File: config.mk
export PLATFORM = sky130hd
export DESIGN_NAME = ctrl_seq
export DESIGN_NICKNAME = d
export VERILOG_FILES = /design/src/rtl/ctrl_seq_pkg.sv /design/src/rtl/ctrl_lane_dec.sv /design/src/rtl/ctrl_seq.sv
export SDC_FILE = /design/constraint.sdc
export NUM_CORES = 1
export LEC_CHECK = 0
export CELL_PAD_IN_SITES_DETAIL_PLACEMENT = 1
export CELL_PAD_IN_SITES_GLOBAL_PLACEMENT = 1
export CORE_MARGIN = 2
export CORE_UTILIZATION = 25
export CTS_CLUSTER_DIAMETER = 150
export DETAILED_ROUTE_END_ITERATION = 8
export GPL_TIMING_DRIVEN = 0
export HOLD_SLACK_MARGIN = 0.06
export PLACE_DENSITY = 0.88
export SLEW_MARGIN = 10
export SYNTH_ARGS = -nofsm -noshare
export SYNTH_HDL_FRONTEND = slang
export SYNTH_SLANG_ARGS = --single-unit
File: constraint.sdc
create_clock -name clk -period 4.2 [get_ports clk]
set_input_delay 0.63 -clock clk [delete_from_list [all_inputs] [get_ports clk]]
set_output_delay 0.63 -clock clk [all_outputs]
set_load 0.05 [all_outputs]
File: src/rtl/ctrl_seq_pkg.sv
// Shared definitions for the DSP control sequencer: opcodes, per-lane mode
// encodings and the FSM state type.
package ctrl_seq_pkg;

    localparam int unsigned ALU_W = 4;
    localparam int unsigned INM_W = 5;
    localparam int unsigned OPM_W = 7;

    localparam logic [2:0] OP_ADD  = 3'b001;
    localparam logic [2:0] OP_SUB  = 3'b010;
    localparam logic [2:0] OP_MUL  = 3'b011;
    localparam logic [2:0] OP_ADDI = 3'b101;
    localparam logic [2:0] OP_SUBI = 3'b110;
    localparam logic [2:0] OP_MULI = 3'b111;

    typedef struct packed {
        logic [ALU_W-1:0] alumode;
        logic [INM_W-1:0] inmode;
        logic [OPM_W-1:0] opmode;
        logic             cea2;
        logic             ceb2;
        logic             usemult;
    } lane_mode_t;

    localparam lane_mode_t MODE_NOP = '0;
    localparam lane_mode_t MODE_ADD = '{alumode: 4'b0000, inmode: 5'b00000,
                                        opmode: 7'b0110011, cea2: 1'b1, ceb2: 1'b1,
                                        usemult: 1'b0};
    localparam lane_mode_t MODE_SUB = '{alumode: 4'b0011, inmode: 5'b00000,
                                        opmode: 7'b0110011, cea2: 1'b1, ceb2: 1'b1,
                                        usemult: 1'b0};
    localparam lane_mode_t MODE_MUL = '{alumode: 4'b0000, inmode: 5'b10001,
                                        opmode: 7'b0000101, cea2: 1'b0, ceb2: 1'b0,
                                        usemult: 1'b1};

    typedef enum logic [1:0] {StIdle, StIssue, StDrain} state_t;

    function automatic logic is_mul(input logic [2:0] op);
        return op[1:0] == 2'b11;
    endfunction

endpackage

File: src/rtl/ctrl_lane_dec.sv
// Decodes one opcode plus a lane-enable into that lane's DSP mode fields.
module ctrl_lane_dec
    import ctrl_seq_pkg::*;
(
    input  logic [2:0]       i_opcode,
    input  logic             i_en,
    output logic [ALU_W-1:0] o_alumode,
    output logic [INM_W-1:0] o_inmode,
    output logic [OPM_W-1:0] o_opmode,
    output logic             o_cea2,
    output logic             o_ceb2,
    output logic             o_usemult
);

    lane_mode_t w_mode;

    always_comb begin
        w_mode = MODE_NOP;
        if (i_en) begin
            case (i_opcode)
                OP_ADD, OP_ADDI: w_mode = MODE_ADD;
                OP_SUB, OP_SUBI: w_mode = MODE_SUB;
                OP_MUL, OP_MULI: w_mode = MODE_MUL;
                default:         w_mode = MODE_NOP;
            endcase
        end
    end

    assign o_alumode = w_mode.alumode;
    assign o_inmode  = w_mode.inmode;
    assign o_opmode  = w_mode.opmode;
    assign o_cea2    = w_mode.cea2;
    assign o_ceb2    = w_mode.ceb2;
    assign o_usemult = w_mode.usemult;

endmodule

File: src/rtl/ctrl_seq.sv
// Instruction sequencer: accepts one instruction, issues it for rpt+1 cycles,
// drains multiplies for MUL_LAT cycles, and drives per-lane DSP modes.
module ctrl_seq
    import ctrl_seq_pkg::*;
#(
    parameter int unsigned DATA_WIDTH = 16,
    parameter int unsigned INST_WIDTH = 64,
    parameter int unsigned NUM_DSP    = 4,
    parameter int unsigned MUL_LAT    = 3
) (
    input  logic                      clk,
    input  logic                      rst_n,
    input  logic                      inst_valid,
    output logic                      inst_ready,
    input  logic [INST_WIDTH-1:0]     inst,
    input  logic [2*DATA_WIDTH-1:0]   din_ld,
    input  logic [2*DATA_WIDTH-1:0]   din_pe,
    input  logic [2*DATA_WIDTH-1:0]   din_wb,
    output logic [2*DATA_WIDTH-1:0]   dout,
    output logic                      dout_valid,
    output logic [ALU_W*NUM_DSP-1:0]  alumode,
    output logic [INM_W*NUM_DSP-1:0]  inmode,
    output logic [OPM_W*NUM_DSP-1:0]  opmode,
    output logic [NUM_DSP-1:0]        cea2,
    output logic [NUM_DSP-1:0]        ceb2,
    output logic [NUM_DSP-1:0]        usemult,
    output logic                      busy
);

    state_t                  r_state;
    logic [1:0]              r_sel;
    logic [2:0]              r_opcode;
    logic [NUM_DSP-1:0]      r_mask;
    logic [7:0]              r_cnt;
    logic [3:0]              r_drain;
    logic [2*DATA_WIDTH-1:0] r_dout;
    logic                    r_dout_valid;
    logic [2*DATA_WIDTH-1:0] w_dout_src;
    logic                    w_active;
    logic                    w_unused_inst;

    // Only a few instruction fields are decoded here.
    assign w_unused_inst = ^inst;

    always_comb begin
        w_dout_src = '0;
        case (r_sel)
            2'b00:   w_dout_src = din_ld;
            2'b01:   w_dout_src = din_pe;
            2'b10:   w_dout_src = din_wb;
            default: w_dout_src = '0;
        endcase
    end

    always_ff @(posedge clk or negedge rst_n) begin
        if (!rst_n) begin
            r_state      <= StIdle;
            r_sel        <= '0;
            r_opcode     <= '0;
            r_mask       <= '0;
            r_cnt        <= '0;
            r_drain      <= '0;
            r_dout       <= '0;
            r_dout_valid <= 1'b0;
        end else begin
            r_dout_valid <= 1'b0;
            case (r_state)
                StIdle: begin
                    if (inst_valid) begin
                        r_sel    <= inst[INST_WIDTH-1 -: 2];
                        r_opcode <= inst[26:24];
                        r_mask   <= inst[32 +: NUM_DSP];
                        r_cnt    <= inst[23:16];
                        r_state  <= StIssue;
                    end
                end
                StIssue: begin
                    r_dout       <= w_dout_src;
                    r_dout_valid <= 1'b1;
                    if (r_cnt == 8'd0) begin
                        if (is_mul(r_opcode)) begin
                            r_drain <= 4'(MUL_LAT - 1);
                            r_state <= StDrain;
                        end else begin
                            r_state <= StIdle;
                        end
                    end else begin
                        r_cnt <= r_cnt - 8'd1;
                    end
                end
                StDrain: begin
                    if (r_drain == 4'd0) begin
                        r_state <= StIdle;
                    end else begin
                        r_drain <= r_drain - 4'd1;
                    end
                end
                default: r_state <= StIdle;
            endcase
        end
    end

    assign w_active   = (r_state != StIdle);
    assign busy       = w_active;
    assign inst_ready = (r_state == StIdle) && rst_n;
    assign dout       = r_dout;
    assign dout_valid = r_dout_valid;

    // Latched opcode stays MUL through DRAIN, so the decoder yields drain modes.
    for (genvar g = 0; g < NUM_DSP; g++) begin : g_lane
        ctrl_lane_dec u_dec (
            .i_opcode  (r_opcode),
            .i_en      (w_active && r_mask[g]),
            .o_alumode (alumode[ALU_W*g +: ALU_W]),
            .o_inmode  (inmode[INM_W*g +: INM_W]),
            .o_opmode  (opmode[OPM_W*g +: OPM_W]),
            .o_cea2    (cea2[g]),
            .o_ceb2    (ceb2[g]),
            .o_usemult (usemult[g])
        );
    end

endmodule

==> metrics.cfg, run 1 <==
[drt]
viasPerCell=4.44
wl_met2_um=6620
wl_met1_um=4740
drc=0
wl_per_cell_um=15.6
vias=3674
top_layer=met4
ant_nets=0
drt_first_pass_iters=4
wl_met3_um=1220
drt_wl_total_um=12900
dr.first_iter.drc_count=43

[cts]
path_clk_slew_ps=70
cts_sinks=55
cts_buffers=5
insertion_delay_ps=290
cts_tree=yes
ctsHoldBuffers=0
cts_root_buf=clkbuf_16
cts_setup_buffers=0
htreeDepth=2
post_cts_resized=0
cts.path.max_buffers=2

[logic_synthesis]
synth.area.mux_share_pct=12.1
yosys.area_share.xor_xnor_pct=0.738
synth-adder-area-share_pct=1.05
synth_top_area_share_pct=38.7
async_flop_share_pct=100
synth-seq-cells=55
synthTopCellsByArea=dfrtp_1 (39%), buf_4 (15%), mux2i_1 (9.6%)
synth_cells=415
synth_top_area_cell=dfrtp_1
synth-simple-area-share_pct=14.7
netlist_area_sq_um=3560
synth.avg_cell_area_sq_um=8.58
synth-main-ff-cell=dfrtp_1
yosysUniqueCellTypes=42
synth_top_family_by_area=buffers and inverters
ys_seq_area_share_pct=38.7
synth_compound_area_share_pct=14.2
yosysWarnings=0
synth_edf_count=0

[die]
num_io_pins=274
core-area_sq_um=13900
dieArea_sq_um=15200
die_x_um=123
num_rows=43
initial_utilization_pct=25.7
die_height_um=123

[global_routing]
track_usage_pct=17.4
grt_remaining_overflow=0
grt_pass1_wl_um=20300
grt_start_max_net_pins=57
antenna_found_initial=0
grt_pass1_vias=4070

[cells_and_area]
area_growth_pct=68.3
antennaDiodeCount=0
fin_nets=812
fin_area_sq_um=5990
drive_above_1_share_pct=16.1
fillCellCount=1648

[job]
drv_cap=0

[worst_setup_path]
rrSetupSlack_ps=2440
crit_chain=or2_2 -> buf_2 -> nand2_1 -> nor2_1 -> buf_4 -> clkdlybuf4s50_1
critPathMaxStageDelay_ps=790
critPathBufInv=3
crit_family=buffers and inverters
cp_slowest_cell=clkdlybuf4s50_1
worstPathRequired_ps=3570
end_kind=output port
worst-path-max-fanout=7
startpoint_type=register
worst-setup-path-type=register to output port
arrival_ps=2580

[timing]
finalHoldViolations=0
max_freq_mhz=312
clock_skew_ps=3.67
min_period_ps=3210
setup_violations=0
rsz0062_at_grt=no
fin_setup_tns_ps=0
slew_viol_final=0
timing.final.crit_share_pct=76.4
tightest_slew_ps=724
maxSlewHeadroom_pct=51.7

[pwr]
power_per_cell_area_nw_per_um2=799
max-vdd-ir-drop_uv=212
p_leak_nw=2.61

[outcome]
status=completed

[place]
routabilityCongestion=0.796
port_buffers=197
dpl-instance-area_sq_um=5860
dpl.hpwl_um=10700

[min_path]
hold_class=primary input to asynchronous set/reset pin

[stage by stage]
stage	power (mW)	cells	setup slack (ps)	util (%)	hold slack, ps
5_1_grt	5.09	827	825	43.2	451
2_1_floorplan	3.27	442	1500	-	334
3_3_place_gp	4.31	819	-533	42.2	461
4_1_cts	4.84	827	949	43.2	426
6_report	4.79	827	990	43.2	397
3_5_place_dp	4.42	819	1240	42.2	470
[power breakdown]
| part | internal (mW) | switching (mW) | total (mW) |
|---|---|---|---|
| clock | 0.222 | 0.194 | 0.416 |
| combinational | 1.26 | 2.18 | 3.45 |
| sequential | 0.765 | 0.163 | 0.928 |
[synth_stat cells (2+ instances only)]
cell and count:
xor2_1 2, o22a_1 2, nor2_1 58, a21oi_1 40, o21ai_0 39, buf_2 10
nor3_1 4, mux2_2 8, nand3_1 2, ha_1 3, mux2i_1 34, o21ai_1 2
clkbuf_1 9, inv_1 8, buf_4 70, nor3b_1 2, nand2b_1 2, nand2_1 41
dfrtp_1 55, nand4b_1 2
[registers in the layout, indices dropped and copies added, names as in the netlist]
name        cells
r_state         2
r_cnt           8
r_sel           2
r_drain         4
dout_valid      1
dout           32
r_opcode        2
r_mask          4
[cell usage in the layout (no fill, tap or decap), types with 2 or more instances in the layout]
cell type        netlist  layout
xor2_1                 2       2
nand4b_1               2       2
nand2_1               41      41
conb_1                 1      28
ha_1                   3       3
clkbuf_16              0       5
dfrtp_1               55      55
inv_1                  8       8
buf_4                 70      71
nor2_1                58      58
clkdlybuf4s50_1        0     196
nand3_1                2       2
nor3_1                 4       4
clkbuf_1               9      11
mux2i_1               34      34
nand2b_1               2       2
a21oi_1               40      40
mux2_2                 8       8
nor3b_1                2       2
buf_2                 10      10
o21ai_1                2       2
o22a_1                 2       2
o21ai_0               39      39
[routing by layer]
metal | vias up | track usage (%)
li1 | 1752 | -
met1 | 1718 | 17.7
met2 | 184 | 32.8
met3 | 20 | 5.77
met4 | 0 | 5.89
met5 | - | 0
[path summary, 6_finish.rpt]
path / end / from / cells after the start
worst min-delay path: r_drain[2]$_DFFE_PN0P_ / rst_n / 1
worst max-delay path: ceb2[2] / r_state[1]$_DFFE_PN0P_ / 6
worst min register to register: dout[16]$_DFFE_PN0P_ / dout[16]$_DFFE_PN0P_ / 2
worst max register to register: r_drain[1]$_DFFE_PN0P_ / r_drain[1]$_DFFE_PN0P_ / 6
min in group clk: dout[16]$_DFFE_PN0P_ / dout[16]$_DFFE_PN0P_ / 2
max in group asynchronous: dout[14]$_DFFE_PN0P_ / rst_n / 1
[cell type report]
cell class | count | area, sq um | share of cell area (%)
sequential | 55 | 1380 | 23.0
tap | 180 | 225 | 3.76
buffer | 91 | 624 | 10.4
inverter | 9 | 33.8 | 0.564
multi-input combinational | 287 | 1630 | 27.2
clock buffer | 7 | 133 | 2.21
timing repair buffer | 197 | 1970 | 32.9
clock inverter | 1 | 5.00 | 0.0835
[worst reg2reg max path, delay by kind of cell (launching register included)]
family / cells / cell delay, ps
AND/OR/NAND/NOR: 2 / 650
flip-flops: 1 / 420
AO/OA/AOI/OAI: 2 / 340
adder cells (fa/ha/maj): 1 / 170
buffers and inverters: 1 / 80
[kinds of logic (layout without fill, tap and decap cells)]
| kind of cell | Yosys count | in the layout |
|---|---|---|
| other cells | 1 | 28 |
| mux | 42 | 42 |
| simple gates | 119 | 119 |
| buf+inv | 100 | 305 |
| xor+xnor | 3 | 3 |
| compound gates | 92 | 92 |
| fa+ha+maj | 3 | 3 |
| flops | 55 | 55 |
No activity file was read; power rests on OpenSTA's default activity.
==> run 2, diff against run 1 <==
--- a/config.mk
+++ b/config.mk
@@ -8,12 +8,12 @@
 export CELL_PAD_IN_SITES_DETAIL_PLACEMENT = 1
 export CELL_PAD_IN_SITES_GLOBAL_PLACEMENT = 1
 export CORE_MARGIN = 2
-export CORE_UTILIZATION = 25
+export CORE_UTILIZATION = 23
 export CTS_CLUSTER_DIAMETER = 150
 export DETAILED_ROUTE_END_ITERATION = 8
 export GPL_TIMING_DRIVEN = 0
 export HOLD_SLACK_MARGIN = 0.06
-export PLACE_DENSITY = 0.88
+export PLACE_DENSITY = 0.82
 export SLEW_MARGIN = 10
 export SYNTH_ARGS = -nofsm -noshare
 export SYNTH_HDL_FRONTEND = slang
==> constraint.sdc (replaced) <==
create_clock -name clk -period 3.22 [get_ports clk]
set_input_delay 0.483 -clock clk [delete_from_list [all_inputs] [get_ports clk]]
set_output_delay 0.483 -clock clk [all_outputs]
set_load 0.05 [all_outputs]
==> run 2 against run 1 <==
Effect of this change: total power grew 30%; largest power group unchanged; worst hold slack got worse by 150 ps; global-route usage shrank 2.1 points; critical path depth unchanged; count of clock-buffer cells in the layout unchanged; combinational power rose by 29%; sequential share of layout area is 0.086 points lower; largest cell class unchanged; first-iteration DRC count is 72% higher; wire length shrank 2.1%; utilization down 3.5 points; setup slack worse by 860 ps; final cell count increased by 1.1%.
==> metrics.cfg, run 2 (synthesis gave the netlist of run 1 again) <==
[outcome]
status=completed

[cells_and_area]
final_cells=836  ; +1.1%
final_cell_mix=clkdlybuf4s50_1 (192), buf_4 (71), nor2_1 (58)
area_growth_pct=69.0
largest_reg_flops=32  ; unchanged
fin_nets=812  ; unchanged
mostFrequentLayoutCell=clkdlybuf4s50_1
drive_above_1_share_pct=16.1  ; unchanged

[cts]
cts_setup_buffers=0  ; unchanged
cts_sinks=55  ; unchanged
insertion_delay_ps=300  ; about the same
cts_buffers=5  ; unchanged
cts_root_buf=clkbuf_16
cts.path.max_buffers=2  ; unchanged
path_clk_slew_ps=70  ; about the same
htreeDepth=2  ; unchanged
cts_tree=yes

[pwr]
max-vdd-ir-drop_uv=458  ; +120%
p_leak_nw=2.68  ; +2.3%
power_per_cell_area_nw_per_um2=1030  ; +29%

[worst_setup_path]
arrival_ps=2610  ; +30 ps
end_kind=output port
worstPathRequired_ps=2740  ; -830 ps
r2r_start=r_cnt[0]$_DFFE_PN0P_
cp-startpoint=r_state[0]$_DFFE_PN0P_
worst-path-max-fanout=8  ; +1
worst-setup-path-type=register to output port
startpoint_type=register

[drt]
wl_met3_um=984  ; -19%
wl_met2_um=6590  ; -0.36%
wl_per_cell_um=15.1  ; -3.2%
drt_first_pass_iters=4  ; unchanged
dr.first_iter.drc_count=74  ; +72%
wl_met1_um=4800  ; +1.3%
ant_nets=0  ; unchanged
drt_wl_total_um=12600  ; -2.1%
vias=3706  ; +0.87%
top_layer=met4
drc=0  ; unchanged
viasPerCell=4.43  ; -0.21%

[timing]
maxSlewHeadroom_pct=50.6  ; -1.1 points
slew_viol_final=0  ; unchanged
setup_slack_ps=126  ; -865 ps
rsz0062_at_grt=no
clock_skew_ps=5.29  ; +1.62 ps
min_period_ps=3090
setup_violations=0  ; unchanged
tightest_slew_ps=741  ; +16.8 ps
timing.hold.ws_ps=244  ; -153 ps
timing.final.crit_share_pct=96.1
finalHoldViolations=0  ; unchanged
max_freq_mhz=323
fin_setup_tns_ps=0  ; unchanged

[die]
die_height_um=128  ; +4.1%
initial_utilization_pct=23.5  ; -2.1 points
dieArea_sq_um=16500  ; +8.4%
die_x_um=128  ; +4.1%
core-area_sq_um=15100  ; +9.1%
num_io_pins=274  ; unchanged
num_rows=45  ; +4.7%

[global_routing]
grt_pass1_vias=3977  ; -2.3%
grt_pass1_wl_um=20000  ; -1.6%
track_usage_pct=15.2  ; -2.1 points
antenna_found_initial=1  ; +1
grt_remaining_overflow=0  ; unchanged
grt_start_max_net_pins=57  ; unchanged

[place]
routabilityCongestion=0.791  ; -0.57%
port_buffers=197  ; unchanged
dpl.hpwl_um=10300  ; -3.0%
pre_cts_slack_ps=428  ; -814 ps
placedCellCount=827  ; +0.98%

[job]
drv_cap=0  ; unchanged

[min_path]
hold_class=primary input to asynchronous set/reset pin

==> run 2: worst paths after layout <==
check / endpoint / slack [ps] / depth (start not counted)
max: cea2[2] / 130 / 6
min: dout[30]$_DFFE_PN0P_ / 240 / 1
max reg2reg: r_cnt[6]$_DFFE_PN0P_ / 1420 / 6
min reg2reg: dout[4]$_DFFE_PN0P_ / 480 / 2
max in group asynchronous: dout[5]$_DFFE_PN0P_ / 2490 / 1
min in group clk: dout[4]$_DFFE_PN0P_ / 480 / 2
==> run 2: worst max-delay path: stages (launching register included) <==
cell,delay (ps)
dfrtp_1,480
or2_2,160
buf_2,220
nand2_1,160
nor2_1,340
buf_4,180
clkdlybuf4s50_1,790
==> run 2: layout make-up <==
class                           count  area, sq um
Inverter                            9         33.8
Sequential cell                    55         1380
Tap cell                          188          235
Antenna cell                        1         2.50
Fill cell                        1813         9130
Clock buffer                        7          133
Clock inverter                      1         5.00
Multi-Input combinational cell    287         1630
Buffer                             91          624
Timing Repair Buffer              197         1980
==> run 2: report_power, final <==
part	switching [mW]	total, mW	internal [mW]
sequential	0.209	1.21	0.998
clock	0.250	0.538	0.289
combinational	2.82	4.46	1.65
total	3.27	6.21	2.93
==> run 2: repair_timing <==
action,in CTS,in global routing
gates resized for setup,0,4
hold buffers,0,0
setup endpoints to repair,0,4
==> run 2: layer usage <==
layer / global-route usage [%] / vias up
met3: 3.45 / 14
met5: 0 / -
met4: 4.40 / 0
met1: 16.7 / 1780
li1: - / 1759
met2: 29.1 / 153
==> run 2: through the flow <==
step	util (%)	area (sq um)	power (mW)
final	39.7	6020	6.21
after global routing	39.7	6010	6.57
after CTS	39.6	6000	6.28
after detailed placement	38.7	5870	5.73
after global placement	38.8	5870	5.63
after floorplan	-	3660	4.27
==> run 3, diff against run 2 <==
--- a/config.mk
+++ b/config.mk
@@ -8,12 +8,12 @@
 export CELL_PAD_IN_SITES_DETAIL_PLACEMENT = 1
 export CELL_PAD_IN_SITES_GLOBAL_PLACEMENT = 1
 export CORE_MARGIN = 2
-export CORE_UTILIZATION = 23
-export CTS_CLUSTER_DIAMETER = 150
+export CORE_UTILIZATION = 21
+export CTS_CLUSTER_DIAMETER = 80
 export DETAILED_ROUTE_END_ITERATION = 8
 export GPL_TIMING_DRIVEN = 0
 export HOLD_SLACK_MARGIN = 0.06
-export PLACE_DENSITY = 0.82
+export PLACE_DENSITY = 0.79
 export SLEW_MARGIN = 10
 export SYNTH_ARGS = -nofsm -noshare
 export SYNTH_HDL_FRONTEND = slang
==> constraint.sdc (replaced) <==
create_clock -name clk -period 2.5 [get_ports clk]
set_input_delay 0.375 -clock clk [delete_from_list [all_inputs] [get_ports clk]]
set_output_delay 0.375 -clock clk [all_outputs]
set_load 0.05 [all_outputs]
==> run 3 against run 2 <==
Effect of this change: clock power grew 26%; via count shrank 4.2%; global-route usage shrank 1.5 points; die area grew 9.2%; first-iteration DRC count shrank 6.8%; count of clock-buffer cells in the layout shrank 1; combinational power grew 26%; sequential share of layout area shrank 0.23 points; worst hold slack lost 110 ps; sequential power grew 28%; setup slack lost 13 ps; critical path depth is the same; critical path type unchanged.
==> metrics.cfg, run 3 (synthesis gave the netlist of run 1 again) <==
[outcome]
status=completed

[timing]
rsz0062_at_grt=yes
maxSlewHeadroom_pct=50.1  ; -0.47 points
min_period_ps=2390
timing.final.crit_share_pct=95.5
clock_skew_ps=5.74  ; +0.447 ps
slew_viol_final=0  ; unchanged
tightest_slew_ps=748  ; +7.01 ps
finalHoldViolations=0  ; unchanged
setup_violations=0  ; unchanged
timing.hold.ws_ps=130  ; -114 ps
fin_setup_tns_ps=0  ; unchanged
max_freq_mhz=419

[cells_and_area]
final_cells=865  ; +3.5%
fin_nets=812  ; unchanged
drive_above_1_share_pct=23.4  ; +7.3 points
antennaDiodeCount=0  ; -1
final_cell_mix=clkdlybuf4s50_1 (147), buf_4 (72), dfrtp_1 (53)
final_core_util_pct=36.7  ; -3.0 points
mostFrequentLayoutCell=clkdlybuf4s50_1
largest_reg_flops=32  ; unchanged
area_growth_pct=71.0

[cts]
cts_root_buf=clkbuf_16
htreeDepth=2  ; unchanged
post_cts_resized=131  ; +131
cts_setup_buffers=0  ; unchanged
cts.path.max_buffers=2  ; unchanged
cts_tree=yes
ctsHoldBuffers=0  ; unchanged
insertion_delay_ps=290  ; about the same
cts_sinks=55  ; unchanged
path_clk_slew_ps=70  ; about the same
cts_buffers=5  ; unchanged

[pwr]
max-vdd-ir-drop_uv=828  ; +81%
swShare_pct=53.5  ; +0.78 points
power.share.sequential_pct=19.7  ; +0.3 points
power_frac_clock_pct=8.6  ; about the same
p_leak_nw=2.66  ; -0.68%
power.total_mw=7.87  ; +27%
p_sw_mw=4.21  ; +29%
p_int_mw=3.66  ; +25%
comb_power_share_pct=71.6  ; -0.3 points
power_per_cell_area_nw_per_um2=1290  ; +25%

[worst_setup_path]
worstPathRequired_ps=2120  ; -620 ps
r2r_start=r_cnt[0]$_DFFE_PN0P_
startpoint_type=register
end_kind=output port
arrival_ps=2010  ; -600 ps
cp-startpoint=r_state[0]$_DFFE_PN0P_
worst-path-max-fanout=8  ; unchanged
worst-setup-path-type=register to output port

[global_routing]
grt_pass1_wl_um=19500  ; -2.3%
grt_start_max_net_pins=57  ; unchanged
track_usage_pct=13.7  ; -1.5 points
grt_remaining_overflow=0  ; unchanged
antenna_found_initial=0  ; -1
grt_pass1_vias=3712  ; -6.7%

[drt]
wl_per_cell_um=14.2  ; -6.1%
ant_nets=0  ; unchanged
vias=3550  ; -4.2%
drt_wl_total_um=12200  ; -2.9%
drt_first_pass_iters=4  ; unchanged
dr.first_iter.drc_count=69  ; -6.8%
drc=0  ; unchanged
viasPerCell=4.10  ; -7.4%

[place]
routabilityCongestion=0.785  ; -0.82%
dpl.hpwl_um=9970  ; -3.6%
port_buffers=197  ; unchanged
placedCellCount=859  ; +3.9%

[job]
drv_cap=0  ; unchanged

[die]
dieArea_sq_um=18000  ; +9.2%
num_rows=47  ; +4.4%
num_io_pins=274  ; unchanged
core-area_sq_um=16600  ; +9.5%
initial_utilization_pct=21.5  ; -2.0 points
die_x_um=134  ; +4.5%
die_height_um=134  ; +4.5%

[min_path]
hold_class=primary input to asynchronous set/reset pin

[run 3: worst paths after layout]
| check | end | slack, ps | cells past startpoint |
|---|---|---|---|
| setup / recovery | ceb2[3] | 110 | 6 |
| hold / removal | dout[30]$_DFFE_PN0P_ | 130 | 1 |
| setup reg to reg | r_cnt[6]$_DFFE_PN0P_ | 680 | 7 |
| hold reg to reg | dout[8]$_DFFE_PN0P_ | 480 | 2 |
| max in group asynchronous | r_state[0]$_DFFE_PN0P_ | 1810 | 1 |
| min in group clk | dout[8]$_DFFE_PN0P_ | 480 | 2 |
[run 3: through the flow]
step	worst slack (ps)	instance area, sq um
after CTS	2.02	6080
after floorplan	56.3	3660
after global placement	-1790	5910
final	113	6090
after global routing	-18.8	6090
after detailed placement	-126	5910
[run 3: layer usage]
| metal | GRT usage, % | routed length, um | part of all wire [%] |
|---|---|---|---|
| met3 | 4.50 | 1090 | 8.9 |
| met2 | 25.5 | 6160 | 50 |
| met1 | 15.1 | 4850 | 40 |
| met4 | 3.16 | 144 | 1.2 |
| met5 | 0 | 0 | 0 |
[run 3: worst max-delay path: stages, from the launching register on]
cell,delay [ps]
dfrtp_2,430
or2_2,120
buf_2,220
nand2_1,150
nor2_1,280
buf_4,160
clkdlybuf4s15_2,360
[run 3: area by class of cell]
| cell class | count | area [sq um] |
|---|---|---|
| fill | 1979 | 10500 |
| sequential | 55 | 1380 |
| tap | 220 | 275 |
| buffer | 91 | 624 |
| multi-input combinational | 287 | 1640 |
| clock buffer | 6 | 129 |
| timing repair buffer | 197 | 2010 |
| inverter | 9 | 33.8 |
[run 3: power by group through the flow]
stage          Combinational, mW  Clock (mW)  Sequential [mW]
2_1_floorplan               3.08           0             2.42
3_3_place_gp                5.74           0             1.54
3_5_place_dp                5.80           0             1.57
4_1_cts                     5.70       0.702             1.56
5_1_grt                     6.02       0.725             1.60
6_report                    5.64       0.680             1.55
